--- src/rtl/simpleio_v2.sv ---
// simpleio_v2: LEDs, RGB LEDs, hex byte, switch/key input and a FIFO-buffered 8N1 UART
// on a 16-byte register window. Define SIMPLEIO_V2_LOOPBACK_EN to add the $D loopback control.
module simpleio_v2 #(
  parameter int          LED_WIDTH     = 8,
  parameter int          RX_DEPTH      = 16,
  parameter int          TX_DEPTH      = 16,
  parameter logic [15:0] PRESCALE_INIT = 16'd433
) (
  input  logic                 clk,
  input  logic                 rst,
  input  logic [3:0]           Address,
  input  logic [7:0]           DI,
  output logic [7:0]           DO,
  input  logic                 rw,
  input  logic                 cs,
  output logic [LED_WIDTH-1:0] leds,
  output logic [2:0]           rgb1,
  output logic [2:0]           rgb2,
  output logic [7:0]           hex_disp,
  input  logic [3:0]           switches,
  input  logic [3:0]           keys,
  input  logic                 rxd,
  output logic                 txd,
  output logic                 irq
);
  localparam int RX_AW = $clog2(RX_DEPTH);
  localparam int TX_AW = $clog2(TX_DEPTH);
  localparam logic [RX_AW:0] RX_FULL = (RX_AW+1)'(RX_DEPTH);
  localparam logic [TX_AW:0] TX_FULL = (TX_AW+1)'(TX_DEPTH);
  localparam logic [1:0] S_IDLE = 2'd0, S_START = 2'd1, S_DATA = 2'd2, S_STOP = 2'd3;

  logic [LED_WIDTH-1:0] led_q, led_d;
  logic [2:0]  rgb1_q, rgb1_d, rgb2_q, rgb2_d, irqen_q, irqen_d;
  logic [7:0]  hex_q, hex_d, do_q, do_d;
  logic [15:0] pre_q, pre_d;
  logic        rxovr_q, rxovr_d, frerr_q, frerr_d, txovf_q, txovf_d, irq_q, irq_d;

  logic [7:0]       rx_mem [RX_DEPTH];
  logic [7:0]       tx_mem [TX_DEPTH];
  logic [RX_AW-1:0] rx_wp_q, rx_wp_d, rx_rp_q, rx_rp_d;
  logic [TX_AW-1:0] tx_wp_q, tx_wp_d, tx_rp_q, tx_rp_d;
  logic [RX_AW:0]   rx_lvl_q, rx_lvl_d;
  logic [TX_AW:0]   tx_lvl_q, tx_lvl_d;

  logic [1:0]  tx_st_q, tx_st_d, rx_st_q, rx_st_d;
  logic [15:0] tx_tmr_q, tx_tmr_d, tx_div_q, tx_div_d, rx_tmr_q, rx_tmr_d, rx_div_q, rx_div_d;
  logic [2:0]  tx_bit_q, tx_bit_d, rx_bit_q, rx_bit_d;
  logic [7:0]  tx_sh_q, tx_sh_d, rx_sh_q, rx_sh_d;
  logic        txd_q, txd_d, rx_s1_q, rx_s2_q, rx_s3_q, rx_in;

  logic       rd_en, wr_en, data_rd, data_wr, rx_full, tx_full, tx_idle;
  logic       rx_pop, rx_push, rx_push_ok, rx_fr_set, tx_pop, tx_push_ok;
  logic [2:0] w1c;
  logic [7:0] status;

`ifdef SIMPLEIO_V2_LOOPBACK_EN
  logic loop_q, loop_d;
  assign rx_in = loop_q ? txd_q : rxd;
  assign txd   = loop_q ? 1'b1 : txd_q;
`else
  assign rx_in = rxd;
  assign txd   = txd_q;
`endif

  assign rd_en      = cs & rw;
  assign wr_en      = cs & ~rw;
  assign data_rd    = rd_en && (Address == 4'h8);
  assign data_wr    = wr_en && (Address == 4'h8);
  assign rx_full    = (rx_lvl_q == RX_FULL);
  assign tx_full    = (tx_lvl_q == TX_FULL);
  assign rx_pop     = data_rd && (rx_lvl_q != '0);
  assign rx_push_ok = rx_push && (!rx_full || rx_pop);
  // The TX engine pops either from idle or straight out of a finished stop bit.
  assign tx_pop     = (tx_lvl_q != '0) &&
                      ((tx_st_q == S_IDLE) || ((tx_st_q == S_STOP) && (tx_tmr_q == '0)));
  assign tx_push_ok = data_wr && (!tx_full || tx_pop);
  assign tx_idle    = (tx_lvl_q == '0) && (tx_st_q == S_IDLE);
  assign status     = {2'b00, txovf_q, frerr_q, rxovr_q, tx_idle, !tx_full, rx_lvl_q != '0};
  assign w1c        = (wr_en && (Address == 4'h9)) ? DI[5:3] : 3'b000;

  // Bus registers, read mux, sticky flags, FIFO pointers.
  always_comb begin
    // NOTE: every _d gets a default before any branch, so no path can infer a latch.
    led_d = led_q; rgb1_d = rgb1_q; rgb2_d = rgb2_q; hex_d = hex_q;
    pre_d = pre_q; irqen_d = irqen_q; do_d = do_q;
`ifdef SIMPLEIO_V2_LOOPBACK_EN
    loop_d = loop_q;
`endif
    if (wr_en) begin
      case (Address)
        4'h0: led_d = DI[LED_WIDTH-1:0];
        4'h1: begin rgb1_d = DI[6:4]; rgb2_d = DI[2:0]; end
        4'h2: hex_d = DI;
        4'hA: pre_d[15:8] = DI;
        4'hB: pre_d[7:0] = DI;
        4'hC: irqen_d = DI[2:0];
`ifdef SIMPLEIO_V2_LOOPBACK_EN
        4'hD: loop_d = DI[0];
`endif
        default: ;
      endcase
    end
    if (rd_en) begin
      case (Address)
        4'h0: do_d = 8'(led_q);
        4'h1: do_d = {1'b0, rgb1_q, 1'b0, rgb2_q};
        4'h2: do_d = hex_q;
        4'h4: do_d = {switches, keys};
        4'h8: do_d = rx_pop ? rx_mem[rx_rp_q] : 8'h00;
        4'h9: do_d = status;
        4'hA: do_d = pre_q[15:8];
        4'hB: do_d = pre_q[7:0];
        4'hC: do_d = {5'b0, irqen_q};
`ifdef SIMPLEIO_V2_LOOPBACK_EN
        4'hD: do_d = {7'b0, loop_q};
`endif
        default: do_d = 8'h00;
      endcase
    end
    // Set beats clear when a new error lands on the W1C cycle.
    rxovr_d = (rxovr_q & ~w1c[0]) | (rx_push && rx_full && !rx_pop);
    frerr_d = (frerr_q & ~w1c[1]) | rx_fr_set;
    txovf_d = (txovf_q & ~w1c[2]) | (data_wr && tx_full && !tx_pop);
    irq_d   = |(irqen_q & {rxovr_q | frerr_q | txovf_q, tx_lvl_q == '0, rx_lvl_q != '0});

    rx_wp_d  = rx_push_ok ? rx_wp_q + RX_AW'(1) : rx_wp_q;
    rx_rp_d  = rx_pop ? rx_rp_q + RX_AW'(1) : rx_rp_q;
    rx_lvl_d = rx_lvl_q + (RX_AW+1)'(rx_push_ok) - (RX_AW+1)'(rx_pop);
    tx_wp_d  = tx_push_ok ? tx_wp_q + TX_AW'(1) : tx_wp_q;
    tx_rp_d  = tx_pop ? tx_rp_q + TX_AW'(1) : tx_rp_q;
    tx_lvl_d = tx_lvl_q + (TX_AW+1)'(tx_push_ok) - (TX_AW+1)'(tx_pop);
  end

  // TX engine; the bit period is latched at each start bit.
  always_comb begin
    tx_st_d  = tx_st_q; tx_div_d = tx_div_q; tx_bit_d = tx_bit_q; tx_sh_d = tx_sh_q;
    tx_tmr_d = (tx_tmr_q != '0) ? tx_tmr_q - 16'd1 : tx_tmr_q;
    case (tx_st_q)
      S_START: if (tx_tmr_q == '0) begin tx_st_d = S_DATA; tx_tmr_d = tx_div_q; tx_bit_d = 3'd0; end
      S_DATA: if (tx_tmr_q == '0) begin
        tx_tmr_d = tx_div_q;
        if (tx_bit_q == 3'd7) tx_st_d = S_STOP;
        else begin tx_bit_d = tx_bit_q + 3'd1; tx_sh_d = tx_sh_q >> 1; end
      end
      S_STOP: if (tx_tmr_q == '0) tx_st_d = S_IDLE;
      default: ;
    endcase
    if (tx_pop) begin
      tx_st_d = S_START; tx_div_d = pre_q; tx_tmr_d = pre_q; tx_sh_d = tx_mem[tx_rp_q];
    end
    case (tx_st_d)
      S_START: txd_d = 1'b0;
      S_DATA:  txd_d = tx_sh_d[0];
      default: txd_d = 1'b1;
    endcase
  end

  // RX engine: half-period start check, mid-bit data and stop sampling.
  always_comb begin
    rx_st_d  = rx_st_q; rx_div_d = rx_div_q; rx_bit_d = rx_bit_q; rx_sh_d = rx_sh_q;
    rx_tmr_d = (rx_tmr_q != '0) ? rx_tmr_q - 16'd1 : rx_tmr_q;
    rx_push  = 1'b0;
    rx_fr_set = 1'b0;
    case (rx_st_q)
      S_IDLE: if (rx_s3_q && !rx_s2_q) begin
        rx_st_d = S_START; rx_div_d = pre_q; rx_tmr_d = pre_q >> 1;
      end
      S_START: if (rx_tmr_q == '0) begin
        rx_st_d  = rx_s2_q ? S_IDLE : S_DATA;
        rx_tmr_d = rx_div_q; rx_bit_d = 3'd0;
      end
      S_DATA: if (rx_tmr_q == '0) begin
        rx_sh_d  = {rx_s2_q, rx_sh_q[7:1]};
        rx_tmr_d = rx_div_q;
        if (rx_bit_q == 3'd7) rx_st_d = S_STOP;
        else rx_bit_d = rx_bit_q + 3'd1;
      end
      default: if (rx_tmr_q == '0) begin
        rx_st_d = S_IDLE; rx_push = rx_s2_q; rx_fr_set = !rx_s2_q;
      end
    endcase
  end

  // NOTE: FIFO storage is not reset; the reset pointers/levels guarantee stale words are never read.
  always_ff @(posedge clk) begin
    if (rx_push_ok) rx_mem[rx_wp_q] <= rx_sh_q;
    if (tx_push_ok) tx_mem[tx_wp_q] <= DI;
  end

  // NOTE: all state updates use non-blocking assignments so every flop samples pre-edge values.
  always_ff @(posedge clk) begin
    if (rst) begin
      led_q <= '0; rgb1_q <= '0; rgb2_q <= '0; hex_q <= '0; do_q <= '0;
      pre_q <= PRESCALE_INIT; irqen_q <= '0; irq_q <= 1'b0;
      rxovr_q <= 1'b0; frerr_q <= 1'b0; txovf_q <= 1'b0;
      rx_wp_q <= '0; rx_rp_q <= '0; rx_lvl_q <= '0;
      tx_wp_q <= '0; tx_rp_q <= '0; tx_lvl_q <= '0;
      tx_st_q <= S_IDLE; tx_tmr_q <= '0; tx_div_q <= '0; tx_bit_q <= '0; tx_sh_q <= '0;
      rx_st_q <= S_IDLE; rx_tmr_q <= '0; rx_div_q <= '0; rx_bit_q <= '0; rx_sh_q <= '0;
      txd_q <= 1'b1; rx_s1_q <= 1'b1; rx_s2_q <= 1'b1; rx_s3_q <= 1'b1;
`ifdef SIMPLEIO_V2_LOOPBACK_EN
      loop_q <= 1'b0;
`endif
    end else begin
      led_q <= led_d; rgb1_q <= rgb1_d; rgb2_q <= rgb2_d; hex_q <= hex_d; do_q <= do_d;
      pre_q <= pre_d; irqen_q <= irqen_d; irq_q <= irq_d;
      rxovr_q <= rxovr_d; frerr_q <= frerr_d; txovf_q <= txovf_d;
      rx_wp_q <= rx_wp_d; rx_rp_q <= rx_rp_d; rx_lvl_q <= rx_lvl_d;
      tx_wp_q <= tx_wp_d; tx_rp_q <= tx_rp_d; tx_lvl_q <= tx_lvl_d;
      tx_st_q <= tx_st_d; tx_tmr_q <= tx_tmr_d; tx_div_q <= tx_div_d;
      tx_bit_q <= tx_bit_d; tx_sh_q <= tx_sh_d;
      rx_st_q <= rx_st_d; rx_tmr_q <= rx_tmr_d; rx_div_q <= rx_div_d;
      rx_bit_q <= rx_bit_d; rx_sh_q <= rx_sh_d;
      txd_q <= txd_d; rx_s1_q <= rx_in; rx_s2_q <= rx_s1_q; rx_s3_q <= rx_s2_q;
`ifdef SIMPLEIO_V2_LOOPBACK_EN
      loop_q <= loop_d;
`endif
    end
  end

  assign leds     = ~led_q;
  assign rgb1     = ~rgb1_q;
  assign rgb2     = ~rgb2_q;
  assign hex_disp = hex_q;
  assign DO       = do_q;
  assign irq      = irq_q;
endmodule

--- config.mk ---
export PLATFORM = sky130hd
export DESIGN_NAME = simpleio_v2
export DESIGN_NICKNAME = d
export VERILOG_FILES = /design/src/rtl/simpleio_v2.sv
export SDC_FILE = /design/constraint.sdc
export NUM_CORES = 1
export LEC_CHECK = 0
export BUFFER_PORTS_ARGS = -buffer_cell sky130_fd_sc_hd__buf_2
export CAP_MARGIN = 20
export CORE_ASPECT_RATIO = 0.7
export CORE_MARGIN = 5
export CORE_UTILIZATION = 55
export CTS_CLUSTER_SIZE = 14
export DETAILED_ROUTE_END_ITERATION = 8
export PLACE_DENSITY_LB_ADDON = 0.08
export SYNTH_ARGS = -nofsm -noshare
export SYNTH_HDL_FRONTEND = slang
export SYNTH_SLANG_ARGS = --single-unit
--- constraint.sdc ---
create_clock -name clk -period 10.2 [get_ports clk]
set_input_delay 3.06 -clock clk [delete_from_list [all_inputs] [get_ports clk]]
set_output_delay 3.06 -clock clk [all_outputs]
set_load 0.02 [all_outputs]
==> results_dict.tcl <==
set metrics [dict create \
    status "finished clean" \
    clock_latency_ns 0.57 \
    synthDistinctLibCells 71 \
    drt_iter0_markers 1209 \
    flow.area_growth_from_synthesis_pct 10.8 \
    holdPathEnd "rx_s2_q" \
    rr_worst_depth 17 \
    sw_share_pct 29.8 \
    pwr-share-clk_pct 33.6 \
    hold_viol 0 \
    cts.hold.buffers_added 0 \
    clk_path_buf_depth 3 \
    max_clock_freq_mhz 165 \
    power.internal_mw 3.33 \
    clock-root-buffer "sky130_fd_sc_hd__clkbuf_16" \
    synthesis.nets 1511 \
    cts_clk_pin_slew_worst_paths_ns 0.06 \
    worstMarginPinSlew_ns 1.04 \
    post_cts_resized 0 \
    share_seq_of_total_power_pct 43.5 \
    top_flip_flop_cell_by_instance_count_after_synthesis "sky130_fd_sc_hd__edfxtp_1" \
    postRouteAntennaNets 0 \
    postCtsSetupBuffers 0 \
    highest_net_fanout_along_the_worst_path 13 \
    crit_arrival_ns 6.53 \
    first_global_vias 11300 \
    syn_area_mm2 0.0185 \
    worst-r2r-setup-slack_ns 5.62 \
    num_antenna_cells 0 \
    hold_path_class "flip-flop to flip-flop" \
    final.setup_skew_ns 0.0263 \
    layout-drive-gt1-share_pct 16.4 \
    grt_start_max_net_pins 91 \
    syn_area_per_cell_um2 12.8 \
    total_leakage_power_nw 6.94 \
    core_region_area_mm2 0.0334 \
    average_detailed_routed_wire_length_per_instance_um 22.4 \
    synth-edff-count 256 \
    dieHeight_um 164 \
    drt-vias-per-instance 6.05 \
    synth_seq_cells 437 \
    fraction_of_registers_with_async_set_reset_pct 0 \
    regToRegStartpoint "tx_tmr_q[0]" \
    power.combinational.fraction_pct 23.0 \
    detail_route.first_pass.iterations 6 \
    hold_path_depth 1 \
    startpoint_type "input port" \
    final_standard_cell_utilization_of_the_core_pct 61.5 \
    die_area_mm2 0.0375 \
    top_level_ports 57 \
    numPlacedInstances 1865 \
    power.ir.vdd_worst_mv 0.145 \
    initial_core_util_pct 55.5 \
    synth_seq_area_share_pct 61.1 \
    reg2reg_to "tx_lvl_q[4]" \
    rsz0062_at_grt "false" \
    chipWidth_um 229 \
    drc 0 \
    worst_setup_path_end_kind "flip-flop" \
    pwr_density_cell_mw_per_mm2 231 \
    grt_antenna_before_repair 0 \
    h_tree_depth 2 \
    cts_inserted_buffers 42 \
    cp_data_required_time_ns 10.67 \
    final_setup_violating_endpoints 0 \
    yosysWarningCount 0 \
    port_buffers 56 \
    crit_type "input port to flip-flop" \
    grt-ovfl-total 0 \
    aggregate_negative_setup_slack_ns 0 \
    timing.hold.worst.start "rx_s1_q" \
    final_period_minus_worst_setup_slack_ns 6.06 \
    slew_violations 0 \
    tritoncts_clock_tree "built" \
    routed-via-count 11800 \
    drv_cap 0 \
    track_usage_pct 23.0 \
    maxSlewHeadroom_pct 29.9 \
    rows 56 \
    nets 1543 \
    dp_hpwl_um 29100 \
    switchingPower_mw 1.41 \
    grt_pass1_wl_um 66800 \
    stdcell_count 1947 \
    syn_inst_count 1446 \
    place_congestion 0.861 \
    cts.sink_count 437 \
    detailed_route_wire_length_um 43600 \
    min_period_over_period_pct 59.4 \
]
## synth_stat cells, types with 7 or more instances
cell type                  instances  share of area (%)
sky130_fd_sc_hd__xor2_1           16               0.76
sky130_fd_sc_hd__edfxtp_1        256                 41
sky130_fd_sc_hd__o21ai_0          19               0.51
sky130_fd_sc_hd__dfxtp_1         181                 20
sky130_fd_sc_hd__mux2_2            9               0.55
sky130_fd_sc_hd__ha_1             38                2.6
sky130_fd_sc_hd__nand3_1          43                1.2
sky130_fd_sc_hd__nor4_1            8               0.27
sky130_fd_sc_hd__clkbuf_1         54                1.1
sky130_fd_sc_hd__nand2b_1         10               0.34
sky130_fd_sc_hd__a22oi_1          14               0.57
sky130_fd_sc_hd__xnor2_1          15               0.71
sky130_fd_sc_hd__o211ai_1          7               0.28
sky130_fd_sc_hd__nand2_1         146                3.0
sky130_fd_sc_hd__nor3_1           29               0.78
sky130_fd_sc_hd__mux4_2           78                9.5
sky130_fd_sc_hd__o22ai_1           9               0.30
sky130_fd_sc_hd__nor2_1          135                2.7
sky130_fd_sc_hd__a211oi_1         15               0.61
sky130_fd_sc_hd__inv_1            45               0.91
sky130_fd_sc_hd__a21boi_0         15               0.61
sky130_fd_sc_hd__a221oi_1         10               0.47
sky130_fd_sc_hd__buf_1             7               0.14
sky130_fd_sc_hd__and3_1            8               0.27
sky130_fd_sc_hd__buf_2            15               0.41
sky130_fd_sc_hd__nor2b_1          15               0.51
sky130_fd_sc_hd__a21oi_1          90                2.4
sky130_fd_sc_hd__nand4_1           8               0.27
sky130_fd_sc_hd__mux2i_1          43                2.3
## power by group through the flow
stage	Clock, mW	Sequential (mW)	Combinational [mW]
3_5_place_dp	0	2.10	1.08
2_1_floorplan	0	2.07	0.864
5_1_grt	1.69	2.08	1.21
4_1_cts	1.62	2.06	1.09
6_report	1.59	2.06	1.09
3_3_place_gp	0	2.10	1.07
## worst max-delay path, stage by stage
cell and delay (ns):
sky130_fd_sc_hd__buf_2 0.13, sky130_fd_sc_hd__nor2b_1 0.63, sky130_fd_sc_hd__and2_1 0.46, sky130_fd_sc_hd__nand2_1 0.17, sky130_fd_sc_hd__nor2_1 0.47, sky130_fd_sc_hd__inv_1 0.09
sky130_fd_sc_hd__ha_1 0.29, sky130_fd_sc_hd__inv_1 0.04, sky130_fd_sc_hd__ha_1 0.18, sky130_fd_sc_hd__inv_1 0.09, sky130_fd_sc_hd__fa_1 0.21, sky130_fd_sc_hd__inv_1 0.05
sky130_fd_sc_hd__a21oi_1 0.12, sky130_fd_sc_hd__nor2_1 0.06, sky130_fd_sc_hd__or3_1 0.34, sky130_fd_sc_hd__a21oi_1 0.14
## sequential cells by signal, indices dropped and copies added, names as in the netlist, 8 cells and up, named ones only
register,cells
DO,8
rx_mem,128
rx_tmr_q,16
rx_sh_q,8
tx_tmr_q,16
hex_disp,8
led_q,8
tx_mem,128
rx_div_q,16
pre_q,16
tx_sh_q,8
tx_div_q,16
## cell type report
type / count / area (um^2)
clock buffers: 62 / 1260
clock inverters: 16 / 160
well taps: 435 / 544
repair buffers: 67 / 360
fillers: 2631 / 12800
multi-input cells: 884 / 6710
flip-flops and latches: 437 / 11300
inverters: 46 / 173
## metrics by stage
| step | instance area, um^2 | setup WS [ns] | power (mW) | hold slack (ns) |
|---|---|---|---|---|
| CTS | 20500 | 4.21 | 4.77 | 0.413 |
| finish | 20500 | 4.14 | 4.74 | 0.409 |
| global placement | 19100 | 3.74 | 3.17 | 0.394 |
| floorplan | 18500 | 4.40 | 2.94 | 0.389 |
| detailed placement | 19100 | 3.63 | 3.18 | 0.399 |
| global route | 20500 | 3.81 | 4.98 | 0.422 |
## how the worst max path moves through the flow
stage / from / to / slack [ns] / cells after the start
floorplan: Address[3] / tx_lvl_q[4] / 4.40 / 17
global placement: cs / tx_lvl_q[4] / 3.74 / 16
detailed placement: cs / tx_lvl_q[4] / 3.63 / 16
CTS: cs / tx_lvl_q[4] / 4.21 / 16
global route: Address[3] / tx_lvl_q[4] / 3.81 / 16
finish: cs / tx_lvl_q[4] / 4.14 / 16
## cell families (layout without fill, tap and decap cells)
| group | count (synthesis) | count (layout) | share of synthesized area [%] |
|---|---|---|---|
| and+or+nand+nor | 446 | 446 | 11.2 |
| buffers and inverters | 125 | 191 | 2.69 |
| adders and majority gates | 40 | 40 | 2.78 |
| AOI/OAI and AO/OA | 237 | 237 | 8.42 |
| DFF | 437 | 437 | 61.1 |
| xor gates and xnor gates | 31 | 31 | 1.47 |
| muxes | 130 | 130 | 12.4 |
## cell usage in the layout, fill, tap and decap left out, types with 6 or more instances in the layout
| master | netlist | routed |
|---|---|---|
| sky130_fd_sc_hd__buf_2 | 15 | 57 |
| sky130_fd_sc_hd__a21oi_1 | 90 | 90 |
| sky130_fd_sc_hd__o22ai_1 | 9 | 9 |
| sky130_fd_sc_hd__clkbuf_8 | 0 | 9 |
| sky130_fd_sc_hd__edfxtp_1 | 256 | 256 |
| sky130_fd_sc_hd__nor4_1 | 8 | 8 |
| sky130_fd_sc_hd__dfxtp_1 | 181 | 179 |
| sky130_fd_sc_hd__mux2_2 | 9 | 9 |
| sky130_fd_sc_hd__nor2_1 | 135 | 135 |
| sky130_fd_sc_hd__nand4_1 | 8 | 8 |
| sky130_fd_sc_hd__and3_1 | 8 | 8 |
| sky130_fd_sc_hd__clkbuf_16 | 0 | 44 |
| sky130_fd_sc_hd__or2_2 | 6 | 7 |
| sky130_fd_sc_hd__mux4_2 | 78 | 78 |
| sky130_fd_sc_hd__clkbuf_1 | 54 | 7 |
| sky130_fd_sc_hd__nor2b_1 | 15 | 15 |
| sky130_fd_sc_hd__o21ai_0 | 19 | 19 |
| sky130_fd_sc_hd__nand2b_1 | 10 | 10 |
| sky130_fd_sc_hd__mux2i_1 | 43 | 43 |
| sky130_fd_sc_hd__inv_1 | 45 | 45 |
| sky130_fd_sc_hd__ha_1 | 38 | 38 |
| sky130_fd_sc_hd__nand3_1 | 43 | 43 |
| sky130_fd_sc_hd__o211ai_1 | 7 | 7 |
| sky130_fd_sc_hd__o31ai_1 | 6 | 6 |
| sky130_fd_sc_hd__a22oi_1 | 14 | 14 |
| sky130_fd_sc_hd__a221oi_1 | 10 | 10 |
| sky130_fd_sc_hd__a21boi_0 | 15 | 15 |
| sky130_fd_sc_hd__or3_1 | 6 | 6 |
| sky130_fd_sc_hd__xnor2_1 | 15 | 15 |
| sky130_fd_sc_hd__xor2_1 | 16 | 16 |
| sky130_fd_sc_hd__nor3_1 | 29 | 29 |
| sky130_fd_sc_hd__nand2_1 | 146 | 146 |
| sky130_fd_sc_hd__buf_4 | 3 | 8 |
| sky130_fd_sc_hd__a211oi_1 | 15 | 15 |
## routing by layer
metal	GRT usage [%]	vias to the layer above	routed length, um
met3	4.47	58	3230
met1	35.6	5830	20300
met4	5.57	0	812
met2	34.0	433	19300
li1	-	5464	-
met5	0	-	0
Note: power is estimated with default switching activity, not from simulation.
